<file path="config.mk">
export PLATFORM = sky130hd
export DESIGN_NAME = rom_load_arbiter
export DESIGN_NICKNAME = d
export VERILOG_FILES = /design/src/rtl/rom_load_arbiter.sv
export SDC_FILE = /design/constraint.sdc
export NUM_CORES = 1
export LEC_CHECK = 0
export ABC_AREA = 1
export BUFFER_PORTS_ARGS = -buffer_cell sky130_fd_sc_hd__buf_2
export CORE_AREA = 2 2 64 66
export DETAILED_ROUTE_END_ITERATION = 12
export DIE_AREA = 0 0 66 68
export PLACE_DENSITY = 0.91
export SKIP_LAST_GASP = 1
export SLEW_MARGIN = 40
export SYNTH_ARGS = -nofsm -noshare
export SYNTH_HDL_FRONTEND = slang
export SYNTH_SLANG_ARGS = --single-unit
</file>
<file path="constraint.sdc">
create_clock -name clk -period 1.6 [get_ports clk]
set_input_delay 0.24 -clock clk [delete_from_list [all_inputs] [get_ports clk]]
set_output_delay 0.24 -clock clk [all_outputs]
set_load 0.01 [all_outputs]
</file>
<file path="src/rtl/rom_load_arbiter.sv">
// Program-ROM BRAM arbiter for the sm510 core: host download writes vs CPU fetch,
// CPU reset sequencing and clk_en cadence generation.
module rom_load_arbiter #(
  parameter int ADDR_WIDTH = 12,
  parameter int CLK_DIV    = 4,
  parameter int RESET_HOLD = 16
) (
  input  logic                  clk,
  input  logic                  reset_n,
  input  logic                  ioctl_download,
  input  logic                  ioctl_wr,
  input  logic [ADDR_WIDTH-1:0] ioctl_addr,
  input  logic [7:0]            ioctl_dout,
  input  logic [ADDR_WIDTH-1:0] cpu_rom_addr,
  output logic [7:0]            cpu_rom_data,
  output logic                  cpu_clk_en,
  output logic                  cpu_reset,
  output logic [ADDR_WIDTH-1:0] mem_addr,
  output logic [7:0]            mem_wdata,
  output logic                  mem_we,
  input  logic [7:0]            mem_rdata,
  output logic                  rom_loaded
);

  localparam int DW = (CLK_DIV > 1) ? $clog2(CLK_DIV) : 1;
  localparam logic [DW-1:0] DIV_LAST  = DW'(CLK_DIV - 1);
  localparam logic [7:0]    HOLD_LAST = 8'(RESET_HOLD - 1);

  typedef enum logic [1:0] {LOAD, HOLD, RUN} state_e;

  state_e                  state_q, state_d, st;
  logic [7:0]              hold_q, hold_d;
  logic [DW-1:0]           div_q, div_d;
  logic                    wr_q, wr_d;
  logic [ADDR_WIDTH-1:0]   waddr_q, waddr_d;
  logic [7:0]              wdata_q, wdata_d;
  logic [7:0]              rdata_q, rdata_d;
  logic                    loaded_q, loaded_d;

  always_ff @(posedge clk or negedge reset_n) begin
    if (!reset_n) begin
      state_q  <= HOLD;
      hold_q   <= '0;
      div_q    <= '0;
      wr_q     <= 1'b0;
      waddr_q  <= '0;
      wdata_q  <= '0;
      rdata_q  <= '0;
      loaded_q <= 1'b0;
    end else begin
      state_q  <= state_d;
      hold_q   <= hold_d;
      div_q    <= div_d;
      wr_q     <= wr_d;
      waddr_q  <= waddr_d;
      wdata_q  <= wdata_d;
      rdata_q  <= rdata_d;
      loaded_q <= loaded_d;
    end
  end

  // st is the state seen by this clock: the download level overrides the
  // registered state immediately, so LOAD/HOLD entry takes effect same-clock.
  always_comb begin
    st = state_q;
    if (ioctl_download)       st = LOAD;
    else if (state_q == LOAD) st = HOLD;

    state_d  = st;
    hold_d   = '0;
    div_d    = '0;
    loaded_d = loaded_q;
    case (st)
      HOLD: begin
        if (hold_q == HOLD_LAST) begin
          state_d  = RUN;
          loaded_d = 1'b1;
        end else begin
          hold_d = hold_q + 8'd1;
        end
      end
      RUN:     div_d = (div_q == DIV_LAST) ? '0 : div_q + DW'(1);
      default: ;
    endcase

    wr_d    = ioctl_wr & ioctl_download;
    waddr_d = wr_d ? ioctl_addr : waddr_q;
    wdata_d = wr_d ? ioctl_dout : wdata_q;
    rdata_d = cpu_clk_en ? mem_rdata : rdata_q;
  end

  always_comb begin
    cpu_reset    = (state_q != RUN);
    cpu_clk_en   = (st == RUN) && (div_q == DIV_LAST);
    mem_addr     = (st == RUN) ? cpu_rom_addr : waddr_q;
    mem_we       = wr_q;
    mem_wdata    = wdata_q;
    cpu_rom_data = rdata_q;
    rom_loaded   = loaded_q;
  end

endmodule

</file>
==> metrics.txt <==
status completed; Vias/cell approximately 4.5; final wirelength around 4000 um; worst-margin pin slew 0.6820 ns; Die Ht 68 um; antenna-violating nets left 0; DRT iter0 DRCs 63; Total GRT Usage about a fifth; maxcap violations 0; Seq pwr share a little under three fifths; clk_lat worst skew about 0.28 ns; drt first pass iters 4; Core Util, Final between 60% and 70%; global-route wire length before repair 6665 um; Yosys cell types 22; crit end category output port; P_leak 1.446 nW; PortBufs 75; Synth area leader dfrtp_1; post-route insts no fill between 300 and 400; Cell Rows 23; htree depth 2; RSZ-0062 raised after global routing true; total die area 0.004488 sq mm; initial antenna violation count 0; Residual DRC 0; top cell type's share of synthesized area ~55%; Startpoint Class flop; Yosys warnings 0; Fill cells 358; placed cell area between 0.002 and 0.0025 sq mm; Avg WL per Cell between 10 and 15 um; FMAX between 600 and 700 MHz; Final Max Slew Viols 0; Post-Place Worst Slack between 0.15 and 0.2 ns; placer congestion estimate 0.8372; Max clock buf depth 2; CTS tree yes; post-synthesis sequential area ratio 56.41%; Final Hold Fails 0; Initial Utilization between 40% and 50%; mapped cell area ~0.0019 sq mm; Psw 0.5347 mW; cts bufs inserted 5; Synth Instances 234; vias in the first global route 1636; grt ovf 0; Layout Skew 0.004123 ns; Top-Level Pins 76; Syn Nets between 200 and 300; share of layout cells above drive strength 1 32.39%; final instance area between 0.002 and 0.0025 sq mm; Core Region 0.003856 sq mm; Tot Pwr 2.115 mW; Hold Path Class input pin to flop; Setup violations, final 0; Area contributors post-synth dfrtp_1, nand2_1, nor2_1, inv_1, dfstp_2; Sum Neg Setup Slack 0 ns; Clock Power Share 30.0%; crit path DAT 1.34 ns; DR vias 1674; Synth-to-Final Area Change 30.45%; fin worst setup slack between 0.015 and 0.02 ns; PD cells 869.0 mW/mm^2; largest net degree at the start of global routing 22; CP Data Required Time ~1.4 ns; clock sinks 42; Final HPWL DP 2990 um; n_diodes 0; clk slew on worst S/H paths around 0.070 ns; dpl cells 357; Crit Path Class flop to output port; Final #Nets 363; Peak VDD IR 0.6254 mV; hold slack 0.1471 ns; #FFs+latches synth 42; crit-path max FO 7; slew margin rel. 54.48%; Reg area 0.001052 sq mm; Final Critical Period 1.580 ns; multi-input logic area ~740 sq um; Chip Width 66 um; root buf cell clkbuf_8; Comb pwr share 14.5%; Final period util 98.78%; P_int roughly 1.6 mW; Mapped Avg Cell Area 7.972 sq um; Switching Share 25.29%
==> Yosys cell counts <==
| cell type | instances |
|---|---|
| dfrtp_1 | 41 |
| nand2_2 | 1 |
| nor3_4 | 1 |
| inv_1 | 11 |
| ha_1 | 2 |
| buf_4 | 1 |
| xor2_1 | 1 |
| nand2_4 | 1 |
| buf_6 | 1 |
| clkbuf_1 | 1 |
| o21ai_0 | 2 |
| inv_2 | 2 |
| nand3_1 | 4 |
| nor2_2 | 1 |
| nand4_1 | 1 |
| buf_2 | 3 |
| nand2_1 | 140 |
| nor2_1 | 15 |
| clkinv_4 | 1 |
| nor2_4 | 1 |
| o21bai_1 | 2 |
| dfstp_2 | 1 |
==> placed cells by master (no fill, tap or decap), drive strengths merged <==
cell / n
nand2: 142
buf: 81
dfrtp: 41
nor2: 17
inv: 13
clkbuf: 8
nand3: 4
o21ai: 2
o21bai: 2
ha: 2
xor2: 1
nor3: 1
clkinv: 1
nand4: 1
dlygate4sd3: 1
dfstp: 1
==> cell families (layout without fill, tap and decap cells) <==
group	after synthesis	count (layout)	synth area share, %
simple gates	165	165	35.35
buf+inv	20	104	5.097
fa+ha+maj	2	2	1.341
flops	42	42	56.41
xor+xnor	1	1	0.4696
compound gates	4	4	1.341
==> worst max-delay path: stages, from the launching register on <==
cell and delay, ns:
dfrtp_1 0.36, nand2_2 0.08, nor2_4 0.21, buf_6 0.18, nand2_1 0.06, nand2_1 0.06, buf_2 0.12
==> final timing paths <==
check	start	end	slack [ns]	depth (start not counted)
max in group asynchronous	reset_n	waddr_q[4]	0.76	3
setup reg to reg	hold_q[0]	hold_q[4]	0.38	6
hold reg to reg	rom_loaded	rom_loaded	0.46	2
setup / recovery	state_q[1]	mem_addr[8]	0.02	6
hold / removal	ioctl_dout[2]	mem_wdata[2]	0.15	3
min in group asynchronous	reset_n	hold_q[4]	0.33	2
==> metal layers <==
| layer | global-route usage (%) | vias to the layer above | share of wire [%] |
|---|---|---|---|
| li1 | - | 868 | - |
| met1 | 22.90 | 760 | 43 |
| met2 | 35.98 | 42 | 52 |
| met3 | 3.618 | 4 | 4.2 |
| met4 | 7.653 | 0 | 0.85 |
| met5 | 0 | - | 0 |
==> sequential cells by signal, summed over array words and instances (netlist names) <==
name and count:
mem_we 1, cpu_rom_data 8, mem_wdata 8, state_q 2
rom_loaded 1, hold_q 8, div_q 2, waddr_q 12
==> layout make-up <==
cell class                 count  area share (%)
clock buffer                   8           3.290
tap                           50           2.571
sequential                    42           43.24
inverter                      14           2.571
multi-input combinational    172           30.33
timing repair buffer          82           17.99
==> power groups by stage <==
stage,clock (mW),combinational (mW),sequential (mW)
after floorplan,0,0.133,1.20
after global placement,0,0.296,1.19
after detailed placement,0,0.307,1.19
after CTS,0.657,0.309,1.17
after global routing,0.713,0.353,1.18
final,0.635,0.306,1.17
==> repair_timing <==
action / 4_1_cts / 5_1_grt
endpoints found under the hold margin: 6 / 0
gates resized for setup: 4 / 8
gates cloned: 0 / 0
endpoints found under the setup margin: 13 / 13
hold buffers: 1 / 0
setup buffers: 2 / 0
pin swaps: 1 / 7
Note: power is estimated with default switching activity, not from simulation.
